==> src/rtl/sub16_pkg.sv <==
// rtl/sub16_pkg.sv - shared types and constants for the sequential 16-bit subtractor
//
// Purpose : FSM state enum, datapath widths and saturation constants used by
//           sub16_seq and its look-ahead slice.
// Ports   : none (package).
// Config  : SUB16_SAT_EN (consumed by sub16_seq) selects the saturating result.
package sub16_pkg;

  typedef enum logic [1:0] {
    IDLE = 2'd0,
    CALC = 2'd1,
    DONE = 2'd2
  } state_e;

  localparam int WIDTH  = 16;
  localparam int SLICE  = 4;
  localparam int NSLICE = WIDTH / SLICE;

  localparam logic [WIDTH-1:0] SAT_POS = 16'h7FFF;
  localparam logic [WIDTH-1:0] SAT_NEG = 16'h8000;

endpackage

==> src/rtl/sub16_seq_cla4.sv <==
// rtl/sub16_seq_cla4.sv - 4-bit carry look-ahead adder slice
//
// Purpose : single-cycle 4-bit add with flattened look-ahead carries.
// Ports   : a[3:0], b[3:0], cin  -> sum[3:0], cout
module cla4
  import sub16_pkg::*;
(
  input  logic [SLICE-1:0] a,
  input  logic [SLICE-1:0] b,
  input  logic             cin,
  output logic [SLICE-1:0] sum,
  output logic             cout
);

  logic [SLICE-1:0] g;
  logic [SLICE-1:0] p;
  logic [SLICE-1:0] c;

  assign g = a & b;
  assign p = a ^ b;

  // Every carry is expressed directly in terms of g/p/cin, no ripple chain.
  assign c[0] = cin;
  assign c[1] = g[0] | (p[0] & cin);
  assign c[2] = g[1] | (p[1] & g[0]) | (p[1] & p[0] & cin);
  assign c[3] = g[2] | (p[2] & g[1]) | (p[2] & p[1] & g[0])
              | (p[2] & p[1] & p[0] & cin);
  assign cout = g[3] | (p[3] & g[2]) | (p[3] & p[2] & g[1])
              | (p[3] & p[2] & p[1] & g[0]) | (p[3] & p[2] & p[1] & p[0] & cin);

  assign sum = p ^ c;

endmodule

==> src/rtl/sub16_seq.sv <==
// rtl/sub16_seq.sv - sequential 16-bit subtractor, one nibble per clock
//
// Purpose : diffout = in1 - in2 computed as in1 + ~in2 + 1 through one cla4
//           slice over four CALC cycles, with registered borrow/overflow flags.
// Ports   : clk, reset (async, active-low), start, in1[15:0], in2[15:0]
//           -> diffout[15:0], borrow, overf, busy, done
// Config  : define SUB16_SAT_EN to saturate diffout on signed overflow.
module sub16_seq
  import sub16_pkg::*;
(
  input  logic             clk,
  input  logic             reset,
  input  logic             start,
  input  logic [WIDTH-1:0] in1,
  input  logic [WIDTH-1:0] in2,
  output logic [WIDTH-1:0] diffout,
  output logic             borrow,
  output logic             overf,
  output logic             busy,
  output logic             done
);

  state_e           state_q, state_d;
  logic [1:0]       cnt_q, cnt_d;
  logic [WIDTH-1:0] a_q, a_d;
  logic [WIDTH-1:0] bn_q, bn_d;
  logic [WIDTH-1:0] part_q, part_d;
  logic [WIDTH-1:0] diff_q, diff_d;
  logic             carry_q, carry_d;
  logic             borrow_q, borrow_d;
  logic             overf_q, overf_d;
  logic             ovf;

  logic [SLICE-1:0] slice_a, slice_b, slice_sum;
  logic             slice_cout;

  assign slice_a = a_q[{cnt_q, 2'b00} +: SLICE];
  assign slice_b = bn_q[{cnt_q, 2'b00} +: SLICE];

  cla4 u_cla4 (
    .a    (slice_a),
    .b    (slice_b),
    .cin  (carry_q),
    .sum  (slice_sum),
    .cout (slice_cout)
  );

  always_comb begin
    state_d  = state_q;
    cnt_d    = cnt_q;
    a_d      = a_q;
    bn_d     = bn_q;
    part_d   = part_q;
    diff_d   = diff_q;
    carry_d  = carry_q;
    borrow_d = borrow_q;
    overf_d  = overf_q;
    ovf      = 1'b0;

    case (state_q)
      IDLE, DONE: begin
        if (start) begin
          a_d     = in1;
          bn_d    = ~in2;
          carry_d = 1'b1;   // the +1 of the two's-complement negation
          cnt_d   = 2'd0;
          state_d = CALC;
        end else begin
          state_d = IDLE;
        end
      end
      CALC: begin
        part_d[{cnt_q, 2'b00} +: SLICE] = slice_sum;
        carry_d = slice_cout;
        cnt_d   = cnt_q + 2'd1;
        if (cnt_q == 2'(NSLICE - 1)) begin
          // ~bn_q[15] recovers in2[15]; overflow when operand signs differ and
          // the result sign differs from the minuend.
          ovf      = (a_q[WIDTH-1] ^ ~bn_q[WIDTH-1]) & (a_q[WIDTH-1] ^ part_d[WIDTH-1]);
          diff_d   = part_d;
          borrow_d = ~slice_cout;
          overf_d  = ovf;
`ifdef SUB16_SAT_EN
          if (ovf) begin
            diff_d = a_q[WIDTH-1] ? SAT_NEG : SAT_POS;
          end
`endif
          state_d  = DONE;
        end
      end
      default: state_d = IDLE;
    endcase
  end

  always_ff @(posedge clk or negedge reset) begin
    if (!reset) begin
      state_q  <= IDLE;
      cnt_q    <= 2'd0;
      a_q      <= '0;
      bn_q     <= '0;
      part_q   <= '0;
      diff_q   <= '0;
      carry_q  <= 1'b0;
      borrow_q <= 1'b0;
      overf_q  <= 1'b0;
    end else begin
      state_q  <= state_d;
      cnt_q    <= cnt_d;
      a_q      <= a_d;
      bn_q     <= bn_d;
      part_q   <= part_d;
      diff_q   <= diff_d;
      carry_q  <= carry_d;
      borrow_q <= borrow_d;
      overf_q  <= overf_d;
    end
  end

  assign diffout = diff_q;
  assign borrow  = borrow_q;
  assign overf   = overf_q;
  assign busy    = (state_q == CALC);
  assign done    = (state_q == DONE);

endmodule
==> config.mk <==
export PLATFORM = sky130hd
export DESIGN_NAME = sub16_seq
export DESIGN_NICKNAME = d
export VERILOG_FILES = /design/src/rtl/sub16_pkg.sv /design/src/rtl/sub16_seq_cla4.sv /design/src/rtl/sub16_seq.sv
export SDC_FILE = /design/constraint.sdc
export NUM_CORES = 1
export LEC_CHECK = 0
export BUFFER_PORTS_ARGS = -buffer_cell sky130_fd_sc_hd__buf_2
export CAP_MARGIN = 20
export CORE_ASPECT_RATIO = 0.9
export CORE_MARGIN = 5
export CORE_UTILIZATION = 40
export CTS_CLUSTER_SIZE = 24
export DETAILED_ROUTE_END_ITERATION = 7
export GPL_ROUTABILITY_DRIVEN = 0
export HOLD_SLACK_MARGIN = 0.06
export PLACE_DENSITY = 0.6
export SLEW_MARGIN = 10
export SYNTH_ARGS = -nofsm -noshare
export SYNTH_HDL_FRONTEND = slang
export SYNTH_SLANG_ARGS = --single-unit
==> constraint.sdc <==
create_clock -name clk -period 4.4 [get_ports clk]
set_clock_uncertainty 0.15 [all_clocks]
set_input_delay 0.66 -clock clk [delete_from_list [all_inputs] [get_ports clk]]
set_output_delay 0.66 -clock clk [all_outputs]
set_load 0.02 [all_outputs]
== Word-level counts from Yosys, hierarchy flattened ==
Cells that the tools add are included.
Word-level totals
  register bits after elaboration: 71
Operators by class
  bitwise operators: 35
  shifts and indexed selects: 4
  equal/unequal tests: 5
  muxes and demuxes: 8
  reduce and logical (&&, ||, !) cells: 6
  add/sub/neg operators: 2
Operators by type and width (count)
  indexed part select 16 x 5 -> 4 bit: 2
  AND 1 bit: 17
  bitwise mux 16 bit: 1
  inverter 16 bit: 1
  variable shift 4 x 6 -> 16 bit, first input constant: 1
  indexed part select 4 x 6 -> 16 bit: 1
  OR 1 bit: 10
  case mux 2 bit (2 select lines): 2
  bitwise XOR 4 bit: 2
  negation 4 -> 6 bit: 1
  AND reduction 2 bit: 3
  AND 4 bit: 1
  equality test 2 bit, second input constant: 2
  two-way mux 2 bit: 2
  adder 2 x 1 -> 2 bit, second input constant: 1
  equality test 2 x 1 -> 1 bit, second input constant: 1
  zero test 2 bit: 1
  two-way mux 1 bit: 2
  != test 2 x 1 -> 1 bit, second input constant: 1
  != test 2 bit, second input constant: 1
  inverter 1 bit: 2
  case mux 1 bit (2 select lines): 1
  nonzero test 2 bit: 1
  OR reduction 2 bit: 1
  bitwise XOR 1 bit: 2

== Longest topological paths before layout ==
Gate-level depths: netlist (run 1).
  word-level depth: 11
  gate-level depth with buffers: 8
  mapped depth without buffers: 7

== Cells and area by module ==
From an unflattened synthesis (run 1), not the netlist that was laid out.
Unflattened totals
  cells, all modules: 283
  area, all modules: 3278.1 um^2
Modules (own cells, without submodules)
  sub16_seq: instances 1, area each 3130.5 um^2, cells each 266, seq. area each 1776.7 um^2
  cla4: instances 1, area each 147.6 um^2, cells each 17, seq. area each 0.0 um^2

== Worst setup path before layout (run 1) ==
No wires, ideal clock.
  path kind: register to register
  from: reg cnt_q[0]
  to: reg diff_q[3], in the netlist diffout[3]
  slack: 1734 ps
  setup time: 126 ps
  cell stages (with the launch flop): 9
  clock period less this slack: 2666 ps
  data arrival time: 2390 ps
  cell sequence: dfrtp_1 > buf_2 > mux4_2 > ha_1 > a41oi_1 > o21ai_2 > xor2_2 > a221oi_1 > nor2_1
On the way
  longest elaborated chain between the ends: 9
  elaborated cells on any way between the ends: 26
RTL lines
  start, declared: RTL line sub16_seq.sv:24  | logic [1:0] cnt_q, cnt_d;
  start signal, assigned: RTL line sub16_seq.sv:108  | cnt_q <= cnt_d;
  indexed part select 16 x 5 -> 4 bit (on tied branches): RTL line sub16_seq.sv:37, sub16_seq.sv:38
  bitwise XOR 4 bit / AND 4 bit (equally long branches): RTL line sub16_seq_cla4.sv:20, sub16_seq_cla4.sv:19
  AND 1 bit (on tied branches): RTL line sub16_seq_cla4.sv:26, sub16_seq_cla4.sv:27
  OR 1 bit, or another cell as far along: RTL line sub16_seq_cla4.sv:26  | assign c[3] = g[2] | (p[2] & g[1]) | (p[2] & p[1] & g[0])
  OR 1 bit / AND 1 bit (equally long branches): RTL line sub16_seq_cla4.sv:26, sub16_seq_cla4.sv:27
  OR 1 bit: RTL line sub16_seq_cla4.sv:27  | | (p[2] & p[1] & p[0] & cin);
  bitwise XOR 4 bit: RTL line sub16_seq_cla4.sv:31  | assign sum = p ^ c;
  indexed part select 4 x 6 -> 16 bit: RTL line sub16_seq.sv:73  | part_d[{cnt_q, 2'b00} +: SLICE] = slice_sum;
  bitwise mux 16 bit: RTL line sub16_seq.sv:73
  end signal, assigned: RTL line sub16_seq.sv:112  | diff_q <= diff_d;
  end, declared: RTL line sub16_seq.sv:28  | logic [WIDTH-1:0] diff_q, diff_d;
Parallel ways exist; a longest one is shown, timed or not.
A chain may end at the register's enable or synchronous reset.

== Final worst setup path (run 1) ==
  from: reg cnt_q[0]
  to: reg diff_q[2], in the netlist diffout[2]
The elaborated chain is that of the path after synthesis.

==> impl_metrics.prom, run 1 <==
# TYPE chip_impl_metric gauge
chip_impl_info{name="outcome",value="completed"} 1
chip_impl_metric{name="max_cap_violations",unit=""} 0
chip_impl_metric{name="ys_seq_elements",unit=""} 71
chip_impl_metric{name="post_route_cells_drive_above_1_share",unit="%"} 23.3
chip_impl_metric{name="antenna_found_initial",unit=""} 0
chip_impl_metric{name="die_w",unit="um"} 105
chip_impl_metric{name="ios",unit=""} 55
chip_impl_metric{name="fmax",unit="MHz"} 317
chip_impl_metric{name="grt_first_pass_wirelength",unit="um"} 12500
chip_impl_metric{name="hpwl",unit="um"} 5270
chip_impl_info{name="cpMaxStageDelayCell",value="dfrtp_1"} 1
chip_impl_metric{name="cp_slowest_stage_delay",unit="ns"} 0.80
chip_impl_info{name="cp_cell_sequence",value="mux4_1, ha_1, a21o_1, a21oi_1, xnor2_1, a221oi_1, nor2_1"} 1
chip_impl_info{name="timing.hold.worst.class",value="in -> async"} 1
chip_impl_metric{name="internal_power",unit="W"} 0.00178
chip_impl_metric{name="synth.yosys.seq_area_share",unit="%"} 54.5
chip_impl_metric{name="max_slew.worst_pin.slew",unit="ns"} 0.894
chip_impl_metric{name="fin_setup_tns",unit="ns"} 0
chip_impl_metric{name="ff2ff_path_depth",unit=""} 7
chip_impl_metric{name="routed_via_density",unit=""} 5.01
chip_impl_metric{name="synth_cell_types",unit=""} 38
chip_impl_metric{name="switching_share",unit="%"} 45.3
chip_impl_metric{name="clk_latency",unit="ns"} 0.35
chip_impl_metric{name="power.net_switching",unit="W"} 0.00147
chip_impl_metric{name="multiplexer_share_of_the_synthesized_area",unit="%"} 6.79
chip_impl_info{name="critPathKind",value="reg -> reg"} 1
chip_impl_metric{name="syn_inst",unit=""} 321
chip_impl_metric{name="avgSynthCellArea",unit="sq um"} 10.2
chip_impl_metric{name="drtPass1Iterations",unit=""} 4
chip_impl_info{name="rsz0062_at_grt",value="no"} 1
chip_impl_metric{name="fp.coreArea",unit="sq mm"} 0.00799
chip_impl_metric{name="grt_pass1_vias",unit=""} 2547
chip_impl_metric{name="route.antenna.remaining_nets",unit=""} 0
chip_impl_metric{name="area_fraction_in_compound_gates_after_synthesis",unit="%"} 12.7
chip_impl_metric{name="min_period",unit="ns"} 3.15
chip_impl_metric{name="max-vdd-ir-drop",unit="V"} 0.000377
chip_impl_metric{name="route.final.wire_length",unit="um"} 7330
chip_impl_metric{name="design_power_total",unit="W"} 0.00325
chip_impl_metric{name="finalInstanceArea",unit="sq mm"} 0.00381
chip_impl_metric{name="finalHoldViolations",unit=""} 0
chip_impl_metric{name="finalMaxSlewViolations",unit=""} 0
chip_impl_metric{name="num-fill-cells",unit=""} 803
chip_impl_metric{name="timing.final.crit_share",unit="%"} 71.6
chip_impl_metric{name="cts_hold_buf",unit=""} 0
chip_impl_metric{name="synth-simple-area-share",unit="%"} 17.5
chip_impl_metric{name="maximum_clock_insertion_buffer_count",unit=""} 2
chip_impl_metric{name="cts_repair_resize_count",unit=""} 0
chip_impl_metric{name="tritoncts.num_buffers",unit=""} 9
chip_impl_metric{name="tritoncts_num_sinks",unit=""} 71
chip_impl_info{name="dominant_combinational_cell_family_by_area_after_synthesis",value="simple AND/OR/NAND/NOR gates"} 1
chip_impl_metric{name="num_antenna_cells",unit=""} 0
chip_impl_metric{name="cp.arrival",unit="ns"} 3.21
chip_impl_metric{name="post_synth_xor_area_fraction",unit="%"} 1.04
chip_impl_metric{name="die_area",unit="sq mm"} 0.0101
chip_impl_metric{name="power_per_cell_area",unit="mW/mm^2"} 854
chip_impl_info{name="cts_root_buf",value="clkbuf_8"} 1
chip_impl_metric{name="synth.net_count",unit=""} 367
chip_impl_metric{name="sequential_group_share_of_total_power",unit="%"} 34.7
chip_impl_metric{name="yosys_warning_count",unit=""} 0
chip_impl_metric{name="grt_max_degree",unit=""} 50
chip_impl_metric{name="postCtsSetupRepairBufs",unit=""} 0
chip_impl_metric{name="layout.nets",unit=""} 423
chip_impl_metric{name="synth_async_sr_flop_share",unit="%"} 100
chip_impl_metric{name="post_synth_fa_ha_maj_area_fraction",unit="%"} 4.45
chip_impl_metric{name="drc",unit=""} 0
chip_impl_metric{name="relSlewSlack",unit="%"} 40.4
chip_impl_metric{name="drt-initial-drc-count",unit=""} 130
chip_impl_metric{name="die_height",unit="um"} 95.7
chip_impl_info{name="postSynth.topFlopCell",value="dfrtp_1"} 1
chip_impl_metric{name="placed_cell_area",unit="sq mm"} 0.00362
chip_impl_metric{name="htree_num_levels",unit=""} 3
chip_impl_metric{name="tot_gr_track_use",unit="%"} 15.9
chip_impl_metric{name="flow.area_growth_from_synthesis",unit="%"} 16.7
chip_impl_metric{name="vias",unit=""} 2411
chip_impl_metric{name="number_of_buffers_added_on_ports",unit=""} 54
chip_impl_metric{name="placementRows",unit=""} 31
chip_impl_metric{name="clkTransAtPathRegs",unit="ns"} 0.08
chip_impl_metric{name="syn_area",unit="sq mm"} 0.00326
chip_impl_info{name="timing.critical_path.to_type",value="flop"} 1
chip_impl_metric{name="clock_power_share",unit="%"} 14.2
chip_impl_metric{name="post_drt_wl_per_cell",unit="um"} 15.2
chip_impl_metric{name="synth_enable_flop_cells",unit=""} 0
chip_impl_metric{name="grt-ovfl-total",unit=""} 0
chip_impl_metric{name="cp_max_fo",unit=""} 16
chip_impl_metric{name="worst_ep_required_time",unit="ns"} 4.46
chip_impl_metric{name="share_comb_of_total_power",unit="%"} 51.0
chip_impl_metric{name="static-leakage-power",unit="nW"} 1.89
chip_impl_metric{name="final_core_util",unit="%"} 47.7
chip_impl_metric{name="setup_viol",unit=""} 0
chip_impl_info{name="startpoint_type_of_the_worst_setup_path",value="flop"} 1
chip_impl_metric{name="start_util",unit="%"} 40.8
chip_impl_info{name="cts_tree",value="done"} 1
flip-flops by register name, indices dropped and copies added (netlist names), 2 cells and up:
name     cells
a_q         16
bn_q        16
diffout     16
part_q      16
cnt_q        2
state_q      2
metal layers:
layer | vias up | global-route usage (%) | part of all wire, %
met4 | 0 | 5.43 | 1.4
met1 | 1148 | 22.3 | 49
met2 | 44 | 24.2 | 45
li1 | 1210 | - | -
met3 | 9 | 4.13 | 4.1
met5 | - | 0 | 0
worst max-delay path, delay by kind of cell, from the launching register on:
kind | cells | cell delay [ns]
xor+xnor | 1 | 0.17
simple gates | 1 | 0.09
fa+ha+maj | 1 | 0.33
flops | 1 | 0.80
compound gates | 3 | 0.79
mux | 1 | 0.68
synthesized netlist by cell type, drive strengths merged, types with 8 or more instances:
cell	instances	share of area, %
nand2	91	11
dfrtp	71	54
o21ai	36	5.8
nor2	16	1.8
inv	13	1.5
a21oi	12	1.8
ha	10	3.8
a22o	8	2.1
clkbuf	8	0.92
mux4	8	5.8
nor2b	8	1.5
power by group through the flow:
| stage | Sequential [W] | Combinational [W] | Clock, W |
|---|---|---|---|
| final | 0.00113 | 0.00166 | 0.000462 |
| after global routing | 0.00117 | 0.00187 | 0.000500 |
| after CTS | 0.00113 | 0.00167 | 0.000474 |
| after detailed placement | 0.00114 | 0.00166 | 0 |
| after global placement | 0.00114 | 0.00162 | 0 |
| after floorplan | 0.00114 | 0.00113 | 0 |
layout make-up:
type | instances | area (sq um) | share of cell area (%)
Clock buffer | 12 | 155 | 4.07
Clock inverter | 4 | 20.0 | 0.526
Inverter | 13 | 48.8 | 1.28
Multi-Input combinational cell | 224 | 1380 | 36.3
Sequential cell | 71 | 1780 | 46.7
Tap cell | 99 | 124 | 3.25
Timing Repair Buffer | 58 | 300 | 7.89
cell usage in the layout (no fill, tap or decap), types with 4 or more instances in the layout:
cell / count
nand2_1: 90
dfrtp_1: 71
buf_2: 54
o21ai_0: 34
nor2_1: 16
inv_1: 12
a21oi_1: 12
clkbuf_8: 11
ha_1: 10
nor2b_1: 8
a22o_1: 8
mux4_2: 6
nand3_1: 5
a221oi_1: 5
clkinv_2: 4
buf_4: 4
path summary, 6_finish.rpt:
path                                            to                    start  slack, ns
setup / recovery            diffout[2]$_DFFE_PN0P_     cnt_q[0]$_DFFE_PN0P_       1.25
hold / removal                 bn_q[1]$_DFFE_PN0P_                    reset       0.29
setup reg to reg            diffout[2]$_DFFE_PN0P_     cnt_q[0]$_DFFE_PN0P_       1.25
hold reg to reg            diffout[12]$_DFFE_PN0P_  diffout[12]$_DFFE_PN0P_       0.32
max in group asynchronous   part_q[14]$_DFFE_PN0P_                    reset       2.87
min in group clk           diffout[12]$_DFFE_PN0P_  diffout[12]$_DFFE_PN0P_       0.32
through the flow:
stage | cells | worst slack (ns) | hold WS (ns)
floorplan | 321 | 1.73 | 0.214
global placement | 464 | 1.28 | 0.307
detailed placement | 464 | 1.25 | 0.309
CTS | 480 | 1.22 | 0.310
global route | 481 | 0.948 | 0.333
finish | 481 | 1.25 | 0.286
logic make-up (layout without fill, tap and decap cells):
| kind of cell | after synthesis | in the layout |
|---|---|---|
| compound gates | 68 | 68 |
| xor+xnor | 3 | 3 |
| fa+ha+maj | 11 | 11 |
| buf+inv | 26 | 87 |
| flops | 71 | 71 |
| mux | 11 | 11 |
| simple gates | 131 | 131 |
Power figures use the tool's default switching activity.
==> run 2, diff against run 1 <==
clock period = 2.95 ns   (was 4.4 ns; I/O delays follow)
==> run 2 against run 1 <==
Via count grew 2.3%. Register-to-register slack lost 1.0 ns. Global-route usage grew 0.44 points. Cell area grew 2.6%. Sequential share of layout area shrank 1.1 points. Flip-flop and latch count is the same. Setup slack lost 1.0 ns. Utilization grew 1.2 points. Highest routed layer unchanged. Critical path depth is the same. Clock power grew 80%. Largest cell class unchanged. Non-clock buffer count grew 7. Critical path type unchanged.
==> impl_metrics.prom, run 2 (synthesis results as in run 1) <==
# TYPE chip_impl_metric gauge
chip_impl_metric{name="placed_cell_area",unit="sq mm"} 0.00368
chip_impl_metric{name="route.antenna.remaining_nets",unit=""} 0
chip_impl_info{name="cp_cell_sequence",value="mux4_1, ha_1, a21o_1, a21oi_1, xnor2_1, a221oi_1, nor2_1"} 1
chip_impl_metric{name="fmax",unit="MHz"} 365
chip_impl_metric{name="tritoncts_num_sinks",unit=""} 71
chip_impl_metric{name="grt_max_degree",unit=""} 50
chip_impl_metric{name="final_core_util",unit="%"} 48.9
chip_impl_metric{name="path_buf_inv",unit=""} 0
chip_impl_info{name="timing.hold.worst.class",value="in -> reg"} 1
chip_impl_metric{name="finalInstanceArea",unit="sq mm"} 0.00391
chip_impl_metric{name="die_height",unit="um"} 95.7
chip_impl_info{name="regToRegStartpoint",value="cnt_q[0]$_DFFE_PN0P_"} 1
chip_impl_metric{name="flow.area_growth_from_synthesis",unit="%"} 19.7
chip_impl_metric{name="setup_viol",unit=""} 0
chip_impl_info{name="reg2reg_to",value="diffout[2]$_DFFE_PN0P_"} 1
chip_impl_info{name="critPathTopFamily",value="compound AO/OA/AOI/OAI gates"} 1
chip_impl_info{name="worstHoldEndpoint",value="bn_q[15]$_DFFE_PN0P_"} 1
chip_impl_metric{name="grt_first_pass_wirelength",unit="um"} 12800
chip_impl_metric{name="num_antenna_cells",unit=""} 0
chip_impl_metric{name="post_drt_wl_per_cell",unit="um"} 15.3
chip_impl_metric{name="grt-ovfl-total",unit=""} 0
chip_impl_metric{name="timing.final.crit_share",unit="%"} 92.8
chip_impl_metric{name="fin_setup_tns",unit="ns"} 0
chip_impl_metric{name="tot_gr_track_use",unit="%"} 16.4
chip_impl_metric{name="ff2ff_path_depth",unit=""} 7
chip_impl_metric{name="drt-initial-drc-count",unit=""} 102
chip_impl_metric{name="drc",unit=""} 0
chip_impl_metric{name="post_route_cells_drive_above_1_share",unit="%"} 24.9
chip_impl_metric{name="die_w",unit="um"} 105
chip_impl_metric{name="placement.setup.worst_slack",unit="ns"} 0.0606
chip_impl_metric{name="route.final.wire_length",unit="um"} 7480
chip_impl_metric{name="tritoncts.num_buffers",unit=""} 9
chip_impl_metric{name="cp.arrival",unit="ns"} 2.82
chip_impl_metric{name="placementRows",unit=""} 31
chip_impl_info{name="hp-start",value="in2[15]"} 1
chip_impl_info{name="outcome",value="completed"} 1
chip_impl_info{name="timing.critical_path.to_type",value="flop"} 1
chip_impl_metric{name="number_of_buffers_added_on_ports",unit=""} 54
chip_impl_metric{name="min_delay_path_depth",unit=""} 2
chip_impl_metric{name="ios",unit=""} 55
chip_impl_info{name="final_common_cell",value="nand2_1"} 1
chip_impl_metric{name="drtPass1Iterations",unit=""} 4
chip_impl_metric{name="postCtsSetupRepairBufs",unit=""} 0
chip_impl_metric{name="min_period",unit="ns"} 2.74
chip_impl_metric{name="max_cap_violations",unit=""} 0
chip_impl_metric{name="layout.nets",unit=""} 430
chip_impl_metric{name="antenna_found_initial",unit=""} 0
chip_impl_metric{name="max-vdd-ir-drop",unit="V"} 0.000551
chip_impl_info{name="rsz0062_at_grt",value="no"} 1
chip_impl_info{name="mostFrequentLayoutCells",value="nand2_1 (90), dfrtp_1 (70), buf_2 (54), o21ai_0 (34), nor2_1 (16)"} 1
chip_impl_metric{name="grt_pass1_vias",unit=""} 2530
chip_impl_metric{name="cp_slowest_stage_delay",unit="ns"} 0.61
chip_impl_metric{name="routed_via_density",unit=""} 5.06
chip_impl_metric{name="max_slew.worst_pin.slew",unit="ns"} 0.561
chip_impl_metric{name="worst_ep_required_time",unit="ns"} 3.03
chip_impl_metric{name="timing.final.ws_setup",unit="ns"} 0.211
chip_impl_metric{name="clkTransAtPathRegs",unit="ns"} 0.07
chip_impl_metric{name="cp_max_fo",unit=""} 8
chip_impl_metric{name="clk_latency",unit="ns"} 0.35
chip_impl_info{name="cpMaxStageDelayCell",value="mux4_1"} 1
chip_impl_metric{name="power_per_cell_area",unit="mW/mm^2"} 1290
chip_impl_metric{name="die_area",unit="sq mm"} 0.0101
chip_impl_metric{name="fp.coreArea",unit="sq mm"} 0.00799
chip_impl_metric{name="timing.reg2reg.setup_slack",unit="ns"} 0.21
chip_impl_metric{name="hpwl",unit="um"} 5570
chip_impl_metric{name="start_util",unit="%"} 40.8
chip_impl_info{name="critPathKind",value="reg -> reg"} 1
chip_impl_metric{name="vias",unit=""} 2467
chip_impl_metric{name="worst_hold_slack",unit="ns"} 0.119
chip_impl_metric{name="relSlewSlack",unit="%"} 62.6
chip_impl_info{name="startpoint_type_of_the_worst_setup_path",value="flop"} 1
chip_impl_metric{name="finalHoldViolations",unit=""} 0
chip_impl_metric{name="static-leakage-power",unit="nW"} 1.94
chip_impl_metric{name="htree_num_levels",unit=""} 3
chip_impl_info{name="cts_tree",value="done"} 1
chip_impl_metric{name="finalMaxSlewViolations",unit=""} 0
chip_impl_info{name="cts_root_buf",value="clkbuf_8"} 1
chip_impl_metric{name="maximum_clock_insertion_buffer_count",unit=""} 2
-- run 2: cell types whose count changed in the layout (fill, tap and decap cells not counted) --
| cell | change |
|---|---|
| buf_4 | +6 |
| clkinv_2 | -3 |
| bufinv_16 | +1 |
| clkbuf_1 | -1 |
| clkbuf_8 | +1 |
| clkinvlp_4 | +1 |
| dfrtp_1 | -1 |
| dfrtp_2 | +1 |
| dlygate4sd3_1 | +1 |
| inv_6 | +1 |
-- run 2: timing repair --
action                                  in CTS  in global routing
hold buffers                                 1                  0
resized for setup                            0                  1
endpoints found under the hold margin       22                  0
endpoints found under the setup margin       0                 12
-- run 2: worst reg2reg max path: cells and delay by family (launching register included) --
family	cells	cell delay, ns
simple gates	1	0.07
mux	1	0.61
xor+xnor	1	0.19
fa+ha+maj	1	0.33
flops	1	0.49
compound gates	3	0.77
-- run 2: metal layers --
metal / global-route usage (%) / vias to the layer above / routed length, um
met5: 0 / - / 0
li1: - / 1228 / -
met2: 22.3 / 71 / 3070
met1: 24.2 / 1155 / 3820
met4: 7.67 / 0 / 165
met3: 4.27 / 13 / 420
-- run 2: how the worst max path moves through the flow --
stage / slack [ns] / depth (start not counted) / from / end
after global routing: 0.05 / 7 / cnt_q[0]$_DFFE_PN0P_ / diffout[14]$_DFFE_PN0P_
final: 0.21 / 7 / cnt_q[0]$_DFFE_PN0P_ / diffout[2]$_DFFE_PN0P_
after detailed placement: 0.06 / 7 / cnt_q[0]$_DFFE_PN0P_ / diffout[2]$_DFFE_PN0P_
after global placement: 0.14 / 7 / cnt_q[0]$_DFFE_PN0P_ / diffout[2]$_DFFE_PN0P_
after floorplan: 0.28 / 8 / cnt_q[0]$_DFFE_PN0P_ / diffout[3]$_DFFE_PN0P_
after CTS: 0.08 / 7 / cnt_q[0]$_DFFE_PN0P_ / diffout[2]$_DFFE_PN0P_
-- run 2: area by class of cell --
class	instances	area [sq um]
tap	99	124
clock buffer	12	165
fill	761	4090
clock inverter	4	51.3
sequential	71	1780
timing repair buffer	65	355
inverter	13	48.8
multi-input combinational	224	1380
-- run 2: stage by stage --
step | std cells | power (W)
2_1_floorplan | 321 | 0.00339
3_3_place_gp | 471 | 0.00418
3_5_place_dp | 471 | 0.00424
4_1_cts | 488 | 0.00508
5_1_grt | 488 | 0.00547
6_report | 488 | 0.00505
-- run 2: power by group --
part / switching [W] / internal (W)
clock network: 0.000369 / 0.000461
logic: 0.00159 / 0.000958
registers: 0.000288 / 0.00139
